### src/rtl/north_line_pkg.sv
// north_line_pkg: shared types and constants for the north pad line arbiter.
// It holds the FSM state encoding, the default parameter values, the
// configuration bit positions, and the round-robin owner selection rule.
package north_line_pkg;

  typedef enum logic [1:0] {
    IDLE = 2'd0,
    OWN0 = 2'd1,
    OWN1 = 2'd2,
    TURN = 2'd3
  } state_t;

  localparam int DEFAULT_W              = 10;
  localparam int DEFAULT_TURN_CYCLES    = 2;
  localparam int DEFAULT_TIMEOUT_CYCLES = 64;

  // configuration[CFG_ARB_BIT] = 1 selects arbitrated mode.
  // configuration[CFG_OWNER_BIT] selects the static owner.
  localparam int CFG_ARB_BIT   = 2;
  localparam int CFG_OWNER_BIT = 0;

  // Owner choice from IDLE or at TURN exit. A lone requester wins. When both
  // request, the one that did not own the line last wins.
  function automatic state_t pick_owner(input logic req_0, input logic req_1,
                                        input logic last_owner);
    if (req_0 && req_1) return last_owner ? OWN0 : OWN1;
    else if (req_0)     return OWN0;
    else if (req_1)     return OWN1;
    else                return IDLE;
  endfunction

endpackage

### src/rtl/north_line_tenure_cnt.sv
// north_line_tenure_cnt: saturating up-counter with a synchronous clear.
// The reached output goes high in the cycle whose increment brings the count
// to MAX. It stays high while the count sits at MAX. This lets the owner of
// the count act in that same cycle, so a span of exactly MAX cycles ends
// on time.
module north_line_tenure_cnt
  import north_line_pkg::*;
#(
  parameter int MAX   = 2,
  parameter int WIDTH = $clog2(MAX + 1)
) (
  input  logic clk,
  input  logic rst,
  input  logic clear,
  input  logic inc,
  output logic reached
);

  localparam logic [WIDTH-1:0] LIMIT    = WIDTH'(MAX);
  localparam logic [WIDTH-1:0] LIMIT_M1 = WIDTH'(MAX - 1);

  logic [WIDTH-1:0] count;

  // Count held cycles; clear wins over increment; hold at MAX.
  // NOTE: sequential state uses non-blocking assignments so every flop samples
  // pre-edge values, independent of the order in which the blocks are evaluated.
  always_ff @(posedge clk or posedge rst) begin
    if (rst)                        count <= '0;
    else if (clear)                 count <= '0;
    else if (inc && count != LIMIT) count <= count + WIDTH'(1);
  end

  assign reached = (count == LIMIT) || (inc && count == LIMIT_M1);

endmodule

### src/rtl/north_line_arbiter.sv
// north_line_arbiter: shares one north pad line between two macros.
// In arbitrated mode, a round-robin FSM runs through IDLE, OWN0, OWN1 and TURN.
// TURN leaves the line idle for TURN_CYCLES cycles between owners.
// In static mode, configuration[0] picks the owner directly.
// Optional build macro NORTH_LINE_TIMEOUT_EN forces an owner to release the
// line after TIMEOUT_CYCLES cycles of tenure while the other macro requests.
// In that case, timeout pulses for one cycle. Without the macro, tenure is
// unbounded and timeout stays 0.
module north_line_arbiter
  import north_line_pkg::*;
#(
  parameter int W              = DEFAULT_W,
  parameter int TURN_CYCLES    = DEFAULT_TURN_CYCLES,
  parameter int TIMEOUT_CYCLES = DEFAULT_TIMEOUT_CYCLES
) (
  input  logic         wb_clk_i,
  input  logic         wb_rst_i,
  input  logic [3:0]   configuration,
  input  logic         req_0,
  input  logic         req_1,
  input  logic [W-1:0] north_o_0,
  input  logic [W-1:0] north_o_1,
  input  logic [W-1:0] north_oe_0,
  input  logic [W-1:0] north_oe_1,
  output logic [W-1:0] north_o_selected,
  output logic [W-1:0] north_oe_selected,
  output logic         gnt_0,
  output logic         gnt_1,
  output logic         busy,
  output logic         timeout
);

  state_t state, state_next;
  logic   last_owner, last_owner_next;
  logic   arb_mode, static_sel;
  logic   turn_done, force_release;

  assign arb_mode   = configuration[CFG_ARB_BIT];
  assign static_sel = configuration[CFG_OWNER_BIT];

  logic unused_cfg_bits;
  assign unused_cfg_bits = ^{configuration[3], configuration[1]};

  north_line_tenure_cnt #(.MAX(TURN_CYCLES)) u_turn_cnt (
    .clk     (wb_clk_i),
    .rst     (wb_rst_i),
    .clear   (state != TURN),
    .inc     (state == TURN),
    .reached (turn_done)
  );

`ifdef NORTH_LINE_TIMEOUT_EN
  logic in_own, tenure_done;
  assign in_own = (state == OWN0) || (state == OWN1);

  north_line_tenure_cnt #(.MAX(TIMEOUT_CYCLES)) u_tenure_cnt (
    .clk     (wb_clk_i),
    .rst     (wb_rst_i),
    .clear   (!in_own),
    .inc     (in_own),
    .reached (tenure_done)
  );

  // Contention exists only while the owner still holds its request and
  // the other macro also requests.
  assign force_release = arb_mode && in_own && tenure_done && req_0 && req_1;
`else
  logic unused_timeout_cfg;
  assign unused_timeout_cfg = (TIMEOUT_CYCLES != 0);
  assign force_release      = 1'b0;
`endif

  // State and round-robin history registers.
  always_ff @(posedge wb_clk_i or posedge wb_rst_i) begin
    if (wb_rst_i) begin
      state      <= IDLE;
      last_owner <= 1'b1;
    end else begin
      state      <= state_next;
      last_owner <= last_owner_next;
    end
  end

  // Next-state logic. Static mode parks the FSM in IDLE and leaves the
  // round-robin history alone.
  // NOTE: every output of a combinational block gets a default first; a path
  // that leaves one unassigned would infer a latch.
  always_comb begin
    state_next      = state;
    last_owner_next = last_owner;
    if (!arb_mode) begin
      state_next = IDLE;
    end else begin
      case (state)
        IDLE: state_next = pick_owner(req_0, req_1, last_owner);
        OWN0: if (!req_0 || force_release) begin
          state_next      = TURN;
          last_owner_next = 1'b0;
        end
        OWN1: if (!req_1 || force_release) begin
          state_next      = TURN;
          last_owner_next = 1'b1;
        end
        TURN: if (turn_done) state_next = pick_owner(req_0, req_1, last_owner);
        default: state_next = IDLE;
      endcase
    end
  end

  // Grants, status and the pad mux. Reset forces every output to 0, even
  // in static mode.
  always_comb begin
    gnt_0             = 1'b0;
    gnt_1             = 1'b0;
    busy              = 1'b0;
    timeout           = 1'b0;
    north_o_selected  = '0;
    north_oe_selected = '0;
    if (!wb_rst_i) begin
      if (!arb_mode) begin
        gnt_0             = !static_sel;
        gnt_1             = static_sel;
        north_o_selected  = static_sel ? north_o_1  : north_o_0;
        north_oe_selected = static_sel ? north_oe_1 : north_oe_0;
      end else begin
        busy    = (state != IDLE);
        timeout = force_release;
        case (state)
          OWN0: begin
            gnt_0             = 1'b1;
            north_o_selected  = north_o_0;
            north_oe_selected = north_oe_0;
          end
          OWN1: begin
            gnt_1             = 1'b1;
            north_o_selected  = north_o_1;
            north_oe_selected = north_oe_1;
          end
          default: ;
        endcase
      end
    end
  end

endmodule

### config.mk
export PLATFORM = sky130hd
export DESIGN_NAME = north_line_arbiter
export DESIGN_NICKNAME = d
export VERILOG_FILES = /design/src/rtl/north_line_pkg.sv /design/src/rtl/north_line_tenure_cnt.sv /design/src/rtl/north_line_arbiter.sv
export SDC_FILE = /design/constraint.sdc
export NUM_CORES = 1
export LEC_CHECK = 0
export CAP_MARGIN = 20
export CORE_AREA = 2 2 48 67
export DETAILED_ROUTE_END_ITERATION = 16
export DIE_AREA = 0 0 50 69
export GPL_ROUTABILITY_DRIVEN = 0
export GPL_TIMING_DRIVEN = 1
export MAX_ROUTING_LAYER = met4
export PLACE_DENSITY = 0.81
export SYNTH_ARGS = -nofsm -noshare
export SYNTH_HDL_FRONTEND = slang
export SYNTH_SLANG_ARGS = --single-unit
### constraint.sdc
create_clock -name wb_clk_i -period 3.47 [get_ports wb_clk_i]
set_input_delay 0.694 -clock wb_clk_i [delete_from_list [all_inputs] [get_ports wb_clk_i]]
set_output_delay 0.694 -clock wb_clk_i [all_outputs]
set_load 0.005 [all_outputs]
==> results.cfg, run 1 <==
[synthesis]
largest_family_of_logic_cells_by_synthesized_area = compound AO/OA/AOI/OAI gates
synth_fp_nets = 191
multiplexer_area_fraction_after_synthesis = 0.1972
syn-mean-instance-area_um2 = 7.781
synth.cell_area_um2 = 1066
synth_cell_types = 26
synthesis.yosys.warnings = 0
synth_adder_area_share = 0.07042
synth.yosys.seq_area_share = 0.1185
synth-compound-area-share = 0.3709
post_synthesis_cell_count = 137
synthXorXnorAreaFrac = 0.008216
synth_area_in_simple_gates = 0.1291
synth-seq-cells = 5

[cells_and_area]
drive_gt1_frac = 0.07500
final_net_count = 255
fillers = 240
antenna_cells_inserted = 0
areaGrowthSynthToFinish_pct = 71.01

[floorplanning]
die_height_um = 69
core_region_area_um2 = 2849
row_count = 23
die_area_um2 = 3450
initial_core_util = 0.3742
top_level_ports = 72
dieWidth_um = 50

[sta]
timing.hold.ws_ps = 583.6
post-route-period-util = 0.9061
grt_setup_unrepaired = no
timing.final.max_slew_violations = 0
fmaxAchievable_mhz = 318.0
finalSetupViolations = 0
hold_violation_count_in_the_final_report = 0
worst_clock_skew_ps = 4.562
totalNegativeSetupSlack_ps = 0
final_period_minus_worst_setup_slack_ps = 3144

[placement]
io_buffer_count = 68
dp_hpwl_um = 2680

[critical_path]
critPathArrivalTime_ps = 2450
timing.critical_path.required_ps = 2780
critical_path_peak_fanout = 15
worstSetupEndpointType = output port
worstSetupStartpointType = primary input
timing_worst_setup_path_type = in -> out

[routing]
routed_wirelength_um = 3520
vias_per_cell = 5.620
drt_first_iter_violations = 47
drt.antenna.violating_nets = 0
route.detailed.wl_per_inst_um = 14.85
post-route-drc-count = 0
vias = 1332
detail_route.first_pass.iterations = 4

[pwr]
power_density_nw_per_um2 = 444.2
power.share.combinational = 0.732
leakage_nw = 0.7204
cellInternalPower_mw = 0.4717
net-switching-power_mw = 0.3381
power.clock.fraction = 0.135
vdd_drop_max_mv = 0.3621
seq_power_share = 0.133
power.switching_fraction = 0.4175

[clocking]
cts_num_sinks = 5
clock_tree.buffer_depth = 2
clock_tree.root_cell = clkbuf_8
ctsResizeCount = 0
cts_made_buffers = 3
ctsHtreeMaxLevel = 1
tritoncts = done
clock_latency_ps = 220
cts.repair_timing.setup_buffer_count = 0
cts.reportedPaths.clkPinSlew_ps = 30
cts-hold-fix-buffers = 0

[global_route]
track_usage = 0.2136
grt_max_degree = 27
first_pass_grt_wire_length_um = 5865
grt-ovfl-total = 0
grt_pass1_vias = 1340
grt_antenna_before_repair = 0

[hold_path]
worst_hold_path_type = reg -> reg

[run]
drv_cap = 0

[outcome]
run_status = completed
==> power groups by stage <==
stage	clock network (mW)	logic, mW	registers [mW]
6_report	0.109	0.593	0.107
5_1_grt	0.116	0.659	0.111
4_1_cts	0.112	0.600	0.107
3_5_place_dp	0	0.596	0.108
3_3_place_gp	0	0.574	0.104
2_1_floorplan	0	0.376	0.101
==> flip-flops by register name (all words and copies together), names as in the netlist <==
signal and cells:
last_owner 1, u_turn_cnt.count 2, state 2
==> synthesized netlist by cell type (all sizes together) <==
cell | number | area share
a32o | 1 | 0.0094
buf | 12 | 0.070
ha | 6 | 0.070
conb | 1 | 0.0035
o21ai | 1 | 0.0047
inv | 6 | 0.021
a311oi | 2 | 0.016
and2 | 2 | 0.012
nand3 | 1 | 0.0047
o22a | 20 | 0.16
nand2 | 3 | 0.011
dfstp | 1 | 0.025
a21oi | 5 | 0.023
nor3 | 1 | 0.0047
clkbuf | 3 | 0.011
xnor2 | 1 | 0.0082
or3b | 1 | 0.011
mux2i | 21 | 0.20
a22oi | 21 | 0.15
dfrtp | 4 | 0.094
nand2b | 1 | 0.0059
nor2 | 23 | 0.081
==> per-layer routing <==
layer	GRT usage	share of wire
met5	-	0
met4	0.08951	0.033
met3	0.02814	0.053
met2	0.3801	0.53
met1	0.2296	0.39
==> cells in the final DEF (no fill, tap or decap), drive strengths merged <==
cell and instances:
a21oi 5, a22oi 21, a311oi 2, a32o 1, and2 2, buf 6, clkbuf 3, clkdlybuf4s50 68
clkinv 1, conb 1, dfrtp 4, dfstp 1, ha 6, inv 6, mux2i 21, nand2 3
nand2b 1, nand3 1, nor2 23, nor3 1, o21ai 1, o22a 20, or3b 1, xnor2 1
==> cell families (layout without fill, tap and decap cells) <==
kind of cell,after synthesis,count (layout)
fa+ha+maj,6,6
other cells,1,1
mux,21,21
flops,5,5
xor+xnor,1,1
simple gates,32,32
compound gates,50,50
buf+inv,21,84
==> final cells by class <==
cell class | instances | area [µm²] | area share
multi-input combinational | 111 | 830.8 | 0.4557
clock inverter | 1 | 5.005 | 0.002745
inverter | 6 | 22.52 | 0.01235
clock buffer | 3 | 41.29 | 0.02265
timing repair buffer | 74 | 750.7 | 0.4118
sequential | 5 | 126.4 | 0.06932
tap | 37 | 46.29 | 0.02539
==> per-stage QoR <==
stage	util	instance area, µm²	total power, mW	cells	setup slack, ps
finish	0.6399	1823	0.8098	237	325.8
global route	0.6399	1823	0.8868	237	250.9
CTS	0.6399	1823	0.8189	237	330.3
detailed placement	0.6236	1777	0.7043	233	334.5
global placement	0.6236	1777	0.6785	233	356.7
floorplan	-	1066	0.4774	137	1405
==> final timing paths <==
path,start,endpoint,slack [ps],cells after the start
min in group asynchronous,wb_rst_i,u_turn_cnt.count[0],1210,3
max in group asynchronous,wb_rst_i,last_owner,2050,3
min reg2reg,last_owner,last_owner,580,1
min,last_owner,last_owner,580,1
max reg2reg,state[1],state[0],1660,6
max,configuration[2],north_o_selected[0],330,6
==> worst max-delay path: stages <==
cell and delay (ps):
clkdlybuf4s50_1 520, nand2_1 200, buf_12 220, o22a_1 200, nor2_1 90, clkdlybuf4s50_1 530
No activity file was read; power rests on OpenSTA's default activity.
==> run 2, diff against run 1 <==
- CORE_AREA: 2 2 48 67 -> 2 2 47 67
- DIE_AREA: 0 0 50 69 -> 0 0 49 69
- DONT_BUFFER_PORTS: not set -> 1
- PLACE_DENSITY: 0.81 -> 0.49
==> run 2 against run 1 <==
  * First-iteration DRC count shrank 55%
  * Non-clock buffer count is 73 lower
  * Clock-buffer cell count is the same
  * Flip-flop and latch count did not move
  * Fmax is 14% higher
  * Worst setup slack better by 380 ps
  * Critical path depth shrank 1
  * Final area fell by 41%
  * Routed wire length is 20% lower
  * Utilization fell by 25 points
  * Cell count shrank 31%
  * Highest routed layer unchanged
==> results.cfg, run 2 (synthesized netlist as in run 1, its figures left out) <==
[critical_path]
ff2ff_setup_slack_ps = 1550
critPathArrivalTime_ps = 2070
timing.critical_path.required_ps = 2780
crit_chain = inv_1 > ha_1 > a22oi_1 > o22a_1 > nor2_1
critical_path_peak_fanout = 23
worstSetupStartpointType = flop
timing.critical_path.slowest_stage_cell = ha_1
cp_num_buf_inv = 1
critical_path.top_delay_family = adder cells
r2r_cells = 4
worst_r2r_endpoint = state[0]
worstSetupEndpointType = output port
critical-path-max-stage-delay_ps = 740
worstReg2RegStart = state[0]
timing_worst_setup_path_type = reg -> out

[cells_and_area]
mostFrequentLayoutCell = nor2_1
antenna_cells_inserted = 0
drive_gt1_frac = 0.07874
instances_no_fill = 164
mostFrequentLayoutCells = nor2_1, mux2i_1, a22oi_1, o22a_1, ha_1
areaGrowthSynthToFinish_pct = 1.292
finalCoreUtilization = 0.3868
largest_registers = state: 2 flops, u_turn_cnt.count: 2 flops, last_owner: 1 flops
final_net_count = 182

[floorplanning]
core_region_area_um2 = 2791
die_height_um = 69
top_level_ports = 72
initial_core_util = 0.3819
die_area_um2 = 3381
dieWidth_um = 49
row_count = 23

[clocking]
ctsHtreeMaxLevel = 1
clock_tree.root_cell = clkbuf_8
clock_tree.buffer_depth = 2
clock_latency_ps = 220
cts.repair_timing.setup_buffer_count = 0
cts_num_sinks = 5
cts.reportedPaths.clkPinSlew_ps = 40
cts_made_buffers = 3
cts-hold-fix-buffers = 0
tritoncts = done
ctsResizeCount = 0

[pwr]
power.share.combinational = 0.658
power_density_nw_per_um2 = 587.2
leakage_nw = 0.4286
cellInternalPower_mw = 0.3398
vdd_drop_max_mv = 0.4323
power.switching_fraction = 0.4640
net-switching-power_mw = 0.2942
seq_power_share = 0.169
power.clock.fraction = 0.172

[hold_path]
worst_hold_path_type = in -> async

[sta]
grt_setup_unrepaired = no
finalSetupViolations = 0
totalNegativeSetupSlack_ps = 0
pnr_worst_setup_slack_ps = 709.7
relSlewSlack = 0.4154
final_period_minus_worst_setup_slack_ps = 2760
timing.final.max_slew_violations = 0
timing.hold.ws_ps = 221.1
fmaxAchievable_mhz = 362.3
worst_pin_slew_ps = 876.8
hold_violation_count_in_the_final_report = 0
worst_clock_skew_ps = 3.304
post-route-period-util = 0.7955

[routing]
routed_wirelength_um = 2829
route.detailed.wl_per_inst_um = 17.25
drt_first_iter_violations = 21
post-route-drc-count = 0
detail_route.first_pass.iterations = 4
drt.antenna.violating_nets = 0
vias = 1025
vias_per_cell = 6.250

[global_route]
grt-ovfl-total = 0
track_usage = 0.1728
grt_pass1_vias = 1014
grt_max_degree = 28
grt_antenna_before_repair = 0
first_pass_grt_wire_length_um = 4733

[placement]
io_buffer_count = 0
post-place-cells = 160
dp_hpwl_um = 2051
pre_cts_ws_ps = 931.2

[run]
drv_cap = 0

[outcome]
run_status = completed
==> run 2: worst reg2reg max path, cell delays in order (launching register included) <==
cell and delay (ps):
dfrtp_1 420, inv_1 100, ha_1 740, a22oi_2 270, a311oi_1 300
==> run 2: cell type report <==
class / count / area [µm²]
sequential: 5 / 126.4
timing repair buffer: 1 / 7.507
clock buffer: 3 / 41.29
fill: 326 / 1712
multi-input combinational: 111 / 830.8
tap: 37 / 46.29
clock inverter: 1 / 5.005
inverter: 6 / 22.52
==> run 2: how the worst max path moves through the flow <==
| stage | startpoint | end | slack, ps | cells after the start |
|---|---|---|---|---|
| 2_1_floorplan | configuration[2] | north_o_selected[2] | 1400 | 5 |
| 3_3_place_gp | state[0] | north_o_selected[0] | 1010 | 5 |
| 3_5_place_dp | state[0] | north_o_selected[8] | 930 | 5 |
| 4_1_cts | state[0] | north_o_selected[8] | 680 | 5 |
| 5_1_grt | state[0] | north_oe_selected[1] | 490 | 5 |
| 6_report | state[0] | north_oe_selected[1] | 710 | 5 |
==> run 2: power by group through the flow <==
| stage | logic (mW) | clock network, mW | registers, mW |
|---|---|---|---|
| 2_1_floorplan | 0.376 | 0 | 0.101 |
| 3_3_place_gp | 0.407 | 0 | 0.107 |
| 3_5_place_dp | 0.421 | 0 | 0.108 |
| 4_1_cts | 0.423 | 0.112 | 0.108 |
| 5_1_grt | 0.478 | 0.114 | 0.112 |
| 6_report | 0.417 | 0.109 | 0.107 |
==> run 2: through the flow <==
step | cell area [µm²] | power, mW
6_report | 1080 | 0.6340
5_1_grt | 1080 | 0.7041
4_1_cts | 1080 | 0.6425
3_5_place_dp | 1033 | 0.5298
3_3_place_gp | 1033 | 0.5139
2_1_floorplan | 1066 | 0.4774
==> run 2: metal layers <==
metal	wire length [µm]	track usage
met4	6	0.04444
met3	301	0.04545
met5	0	-
met2	1400	0.2770
met1	1120	0.2138
